--- config.mk ---
export PLATFORM = sky130hd
export DESIGN_NAME = sprite_move_ctrl
export DESIGN_NICKNAME = d
export VERILOG_FILES = /design/src/rtl/sprite_ctrl_pkg.sv /design/src/rtl/button_debouncer.sv /design/src/rtl/sprite_move_ctrl.sv
export SDC_FILE = /design/constraint.sdc
export NUM_CORES = 1
export LEC_CHECK = 0
export BUFFER_PORTS_ARGS = -buffer_cell sky130_fd_sc_hd__buf_2
export CAP_MARGIN = 30
export CORE_MARGIN = 2
export CORE_UTILIZATION = 55
export DETAILED_ROUTE_END_ITERATION = 8
export PLACE_DENSITY = 0.74
export SYNTH_ARGS = -nofsm -noshare
export SYNTH_HDL_FRONTEND = slang
export SYNTH_SLANG_ARGS = --single-unit
--- constraint.sdc ---
create_clock -name clock -period 6.99 [get_ports clock]
set_input_delay 0.699 -clock clock [delete_from_list [all_inputs] [get_ports clock]]
set_output_delay 0.699 -clock clock [all_outputs]
set_load 0.005 [all_outputs]
--- src/rtl/sprite_ctrl_pkg.sv ---
// Shared types, widths and the saturating coordinate-step helper for the
// sprite movement controller.
package sprite_ctrl_pkg;

  typedef enum logic [1:0] {
    IDLE   = 2'd0,
    CALC   = 2'd1,
    COMMIT = 2'd2
  } state_e;

  localparam int X_W = 10;
  localparam int Y_W = 9;
  // One bit wider than the widest coordinate so pos + step never wraps.
  localparam int C_W = X_W + 1;

  localparam int UP    = 3;
  localparam int DOWN  = 2;
  localparam int LEFT  = 1;
  localparam int RIGHT = 0;

  function automatic logic [C_W-1:0] step_coord(
    input logic [C_W-1:0] pos,
    input logic           dec,
    input logic           inc,
    input logic [C_W-1:0] step,
    input logic [C_W-1:0] max_v
  );
    logic [C_W-1:0] r;
    r = pos;
    if (dec && !inc) begin
      r = (pos < step) ? '0 : pos - step;
    end else if (inc && !dec) begin
      r = (pos + step > max_v) ? max_v : pos + step;
    end
    return r;
  endfunction

endpackage

--- src/rtl/button_debouncer.sv ---
// Two-flop synchroniser plus stable-value debouncer for one active-low button;
// output is active-high "pressed".
module button_debouncer #(
  parameter int DEBOUNCE_CYCLES = 250000
) (
  input  logic clock,
  input  logic resetn,
  input  logic btn_n,
  output logic pressed
);

  localparam int CW = $clog2(DEBOUNCE_CYCLES + 1);

  logic          sync1_q, sync2_q;
  logic          stable_q, stable_d;
  logic [CW-1:0] cnt_q, cnt_d;
  logic          sample;

  assign sample  = ~sync2_q;
  assign pressed = stable_q;

  always_comb begin
    stable_d = stable_q;
    cnt_d    = cnt_q;
    if (sample == stable_q) begin
      cnt_d = '0;
    end else if (cnt_q == CW'(DEBOUNCE_CYCLES - 1)) begin
      stable_d = ~stable_q;
      cnt_d    = '0;
    end else begin
      cnt_d = cnt_q + CW'(1);
    end
  end

  always_ff @(posedge clock or negedge resetn) begin
    if (!resetn) begin
      sync1_q  <= 1'b1;
      sync2_q  <= 1'b1;
      stable_q <= 1'b0;
      cnt_q    <= '0;
    end else begin
      sync1_q  <= btn_n;
      sync2_q  <= sync1_q;
      stable_q <= stable_d;
      cnt_q    <= cnt_d;
    end
  end

endmodule

--- src/rtl/sprite_move_ctrl.sv ---
// Debounced pushbuttons move the sprite once per frame: on the vs falling edge
// the buttons are snapshotted (CALC) and the saturated position is committed.
module sprite_move_ctrl
  import sprite_ctrl_pkg::*;
#(
  parameter int H_ACTIVE        = 640,
  parameter int V_ACTIVE        = 480,
  parameter int SPRITE_W        = 32,
  parameter int SPRITE_H        = 32,
  parameter int STEP            = 4,
  parameter int DEBOUNCE_CYCLES = 250000
) (
  input  logic           clock,
  input  logic           resetn,
  input  logic           up,
  input  logic           down,
  input  logic           left,
  input  logic           right,
  input  logic           vs,
  output logic [X_W-1:0] pos_x,
  output logic [Y_W-1:0] pos_y,
  output logic           moved,
  output logic [3:0]     btn_state,
  output logic [1:0]     state_dbg
);

  localparam logic [C_W-1:0] X_MAX  = C_W'(H_ACTIVE - SPRITE_W);
  localparam logic [C_W-1:0] Y_MAX  = C_W'(V_ACTIVE - SPRITE_H);
  localparam logic [C_W-1:0] STEP_C = C_W'(STEP);
  localparam logic [X_W-1:0] X_RST  = X_W'((H_ACTIVE - SPRITE_W) / 2);
  localparam logic [Y_W-1:0] Y_RST  = Y_W'((V_ACTIVE - SPRITE_H) / 2);

  logic [3:0] raw_n;
  assign raw_n = {up, down, left, right};

  for (genvar i = 0; i < 4; i++) begin : g_db
    button_debouncer #(.DEBOUNCE_CYCLES(DEBOUNCE_CYCLES)) u_db (
      .clock   (clock),
      .resetn  (resetn),
      .btn_n   (raw_n[i]),
      .pressed (btn_state[i])
    );
  end

  state_e         state_q, state_d;
  logic           vs_q;
  logic           tick;
  logic [3:0]     snap_q, snap_d;
  logic [X_W-1:0] pos_x_q, pos_x_d;
  logic [Y_W-1:0] pos_y_q, pos_y_d;
  logic           moved_q, moved_d;
  logic [C_W-1:0] nx, ny;

  assign tick      = vs_q & ~vs;
  assign pos_x     = pos_x_q;
  assign pos_y     = pos_y_q;
  assign moved     = moved_q;
  assign state_dbg = state_q;

  always_comb begin
    state_d = state_q;
    snap_d  = snap_q;
    pos_x_d = pos_x_q;
    pos_y_d = pos_y_q;
    moved_d = 1'b0;
    nx = step_coord({1'b0, pos_x_q}, snap_q[LEFT], snap_q[RIGHT], STEP_C, X_MAX);
    ny = step_coord({2'b0, pos_y_q}, snap_q[UP], snap_q[DOWN], STEP_C, Y_MAX);
    case (state_q)
      IDLE: if (tick) state_d = CALC;
      CALC: begin
        snap_d  = btn_state;
        state_d = COMMIT;
      end
      COMMIT: begin
        // Both coordinates land on the same edge so the display never sees a half update.
        pos_x_d = nx[X_W-1:0];
        pos_y_d = ny[Y_W-1:0];
        moved_d = (nx != {1'b0, pos_x_q}) || (ny != {2'b0, pos_y_q});
        state_d = IDLE;
      end
      default: state_d = IDLE;
    endcase
  end

  always_ff @(posedge clock or negedge resetn) begin
    if (!resetn) begin
      state_q <= IDLE;
      vs_q    <= 1'b1;
      snap_q  <= '0;
      pos_x_q <= X_RST;
      pos_y_q <= Y_RST;
      moved_q <= 1'b0;
    end else begin
      state_q <= state_d;
      vs_q    <= vs;
      snap_q  <= snap_d;
      pos_x_q <= pos_x_d;
      pos_y_q <= pos_y_d;
      moved_q <= moved_d;
    end
  end

endmodule
==> impl_results.md <==
* Status: complete, no violations
* Layout area overhead at 8.513%
* FP Rows at 39
* Layout cell share with drive strength beyond 1 at 0.1241
* Req. time, crit path at 7240 ps
* Sinks on Clock Net at 111
* Post-CTS Hold Buffers at 0
* Leakage at roughly 2.9 nW
* Seq/Total Area, Yosys at 0.4374
* Avg WL per Cell at 15.64 um
* Final period utilization at 0.4226
* Fmax at 0.3385 GHz
* Total gr overflow at 0
* Crit-path slowest cell: dfrtp_1
* Yosys reg bits at between 100 and 150
* Post-synth EDFFs at 0
* Slowest stage delay, CP at 730 ps
* Crit end category: flop
* FF-to-FF Start: pos_x[3]
* Root Driver: clkbuf_16
* Syn nets at 728
* Slew Limit Fails at 0
* Final Critical Period at 2954 ps
* Initial Util at 0.5623
* FILL cells at between 900 and 1k
* Yosys top cell by area: dfrtp_1
* Met1 track demand over resource at 0.3219
* Cell chain of the critical path: ha_1 -> and3_1 -> a32oi_1 -> a21oi_2 -> nor2_2 -> a211o_1 -> a41oi_1
* DRC Markers at 0
* Async SR Flop Fraction at 1.000
* RSZ-0062 raised after global routing: no
* Clk buf depth at 2
* Busiest layer in global routing: met2
* Most frequent cells in the layout: nor2_1, dfrtp_1, nand2_1
* First-pass GRT wire length at 24000 um
* Worst vdd ir at a little over 0.2 mV
* Total number of vias at 5263
* Gr usage total at 0.2308
* Setup TNS at 0 ps
* Post-CTS setup buffers at 0
* Worst-skew pair later-pin latency at 350 ps
* Setup Skew at 6.969 ps
* Syn Std Cell Area at roughly 0.0064 sq mm
* Worst setup path category: reg -> reg
* M3 GR Usage at 0.04954
* Post_cts resized at 0
* Top-Level Pins at 33
* Final setup violation count at 0
* Die Height at 111.8 um
* CP startpoint kind: flop
* CTS Buf Count at 9
* Area of the core at 0.01137 sq mm
* WL final at around 14000 um
* ANT cells at 0
* Worst R2R Path Depth at 7
* Core Util, Final at 0.6102
* Vias in the first global route at 5143
* Worst min path class: in -> async
* Critical Path AT at 3200 ps
* Initial antenna violation count at 0
* Final GP Congestion at 1.003
* Syn avg cell area at 8.980 sq um
* Finished Layout Cells at 868
* Slew @ Worst Pin at 910.1 ps
* Final Hold Fails at 0
* Netlist cell types at 77
* Synth Instances at ~710
* CTS H-tree depth at 3
* Post-route ant nets at 0
* Vias per cell at 6.063
* Yosys warns at 0
* Largest net degree at the start of global routing at 50
* Initial DRC count at 461
* Share of the synthesized area in the top cell type at 0.3757
* Worst R2R End: moved
* Reg-to-reg slack, setup at 4040 ps
* Drt pass-1 iters at 5
* Die area at 0.01250 sq mm
* Hold slack at 256.7 ps
* Power Density at 202.4 mW/mm^2
* Post-Place Cells at 852
* Clock slew at reported path FFs at 70 ps
* Synth top area cells: dfrtp_1, nor2_1, dfstp_2, xnor2_1, xor2_1
* PnR Total Power at 1.404 mW
* DPL Wire Length at 9538 um
* Most common cell after layout, fill and taps aside: nor2_1
* Fin nets at 736
* Input/output buffers at 32
* Post-synth top flop: dfrtp_1
* CP max FO at 18
* Die X at 111.8 um
* MaxCap Viol Count at 0
* Slew margin rel. at 0.3920
* Met2 Use GR at 0.3560
* CTS tree: done
[worst max-delay path by stage]
stage / start / endpoint / slack (ps) / cells after the start
2_1_floorplan: pos_y[3] / moved / 4490 / 10
3_3_place_gp: pos_x[3] / moved / 4300 / 7
3_5_place_dp: pos_x[3] / moved / 4160 / 7
4_1_cts: pos_x[3] / moved / 4140 / 7
5_1_grt: pos_x[3] / moved / 3890 / 7
6_report: pos_x[3] / moved / 4040 / 7
[cell type report]
cell class / count / area (sq um) / share of cell area
inverter: 26 / 97.59 / 0.01407
clock buffer: 10 / 239.0 / 0.03445
multi-input combinational: 535 / 3301 / 0.4757
tap: 143 / 178.9 / 0.02579
clock inverter: 6 / 101.3 / 0.01461
timing repair buffer: 37 / 224.0 / 0.03228
sequential: 111 / 2796 / 0.4031
[metal layers]
| layer | up-vias | wire length (um) | share of wire |
|---|---|---|---|
| li1 | 2523 | - | - |
| met1 | 2511 | 6077 | 0.45 |
| met2 | 197 | 6340 | 0.47 |
| met3 | 32 | 800 | 0.059 |
| met4 | 0 | 357 | 0.026 |
| met5 | - | 0 | 0 |
[state kept, by name, indices dropped and copies added, names as in the netlist]
name,count
g_db.u_db.cnt_q,72
pos_x,10
pos_y,9
g_db.u_db.pressed,4
g_db.u_db.sync1_q,4
g_db.u_db.sync2_q,4
snap_q,4
state_dbg,2
moved,1
vs_q,1
[stage by stage]
| stage | area, sq um | setup WS [ps] |
|---|---|---|
| 6_report | 6938 | 4036 |
| 5_1_grt | 6938 | 3891 |
| 4_1_cts | 6938 | 4144 |
| 3_5_place_dp | 6598 | 4162 |
| 3_3_place_gp | 6559 | 4300 |
| 2_1_floorplan | 6394 | 4490 |
[kinds of logic after synthesis]
logic type                 synth area share
xor gates and xnor gates            0.09452
DFF                                  0.4374
and+or+nand+nor                      0.2609
buffers and inverters               0.04638
muxes                               0.01115
AOI/OAI and AO/OA                    0.1321
adders and majority gates           0.01761
[synth_stat cells (8+ instances only)]
cell type,n
inv_1,25
clkbuf_1,15
and3_1,23
o21ai_0,22
a21oi_1,25
nor4_1,9
xor2_1,30
nor2_1,107
dfstp_2,15
nand4_1,15
buf_2,14
dfrtp_1,96
ha_1,9
nand3_1,45
xnor2_1,39
nor3_1,22
nand2_1,54
nor2b_1,8
[report_power, final]
| group | leakage [nW] | total [mW] | internal (mW) | switching (mW) |
|---|---|---|---|---|
| sequential | 1.48 | 0.709 | 0.666 | 0.0436 |
| combinational | 1.25 | 0.125 | 0.0491 | 0.0758 |
| clock | 0.168 | 0.570 | 0.330 | 0.240 |
[critical path, delay by kind of cell (launching register included)]
family / cells / cell delay [ps]
AO/OA/AOI/OAI: 4 / 1230
adder cells (fa/ha/maj): 1 / 420
flip-flops: 1 / 730
AND/OR/NAND/NOR: 2 / 460
No activity file was read; power rests on OpenSTA's default activity.
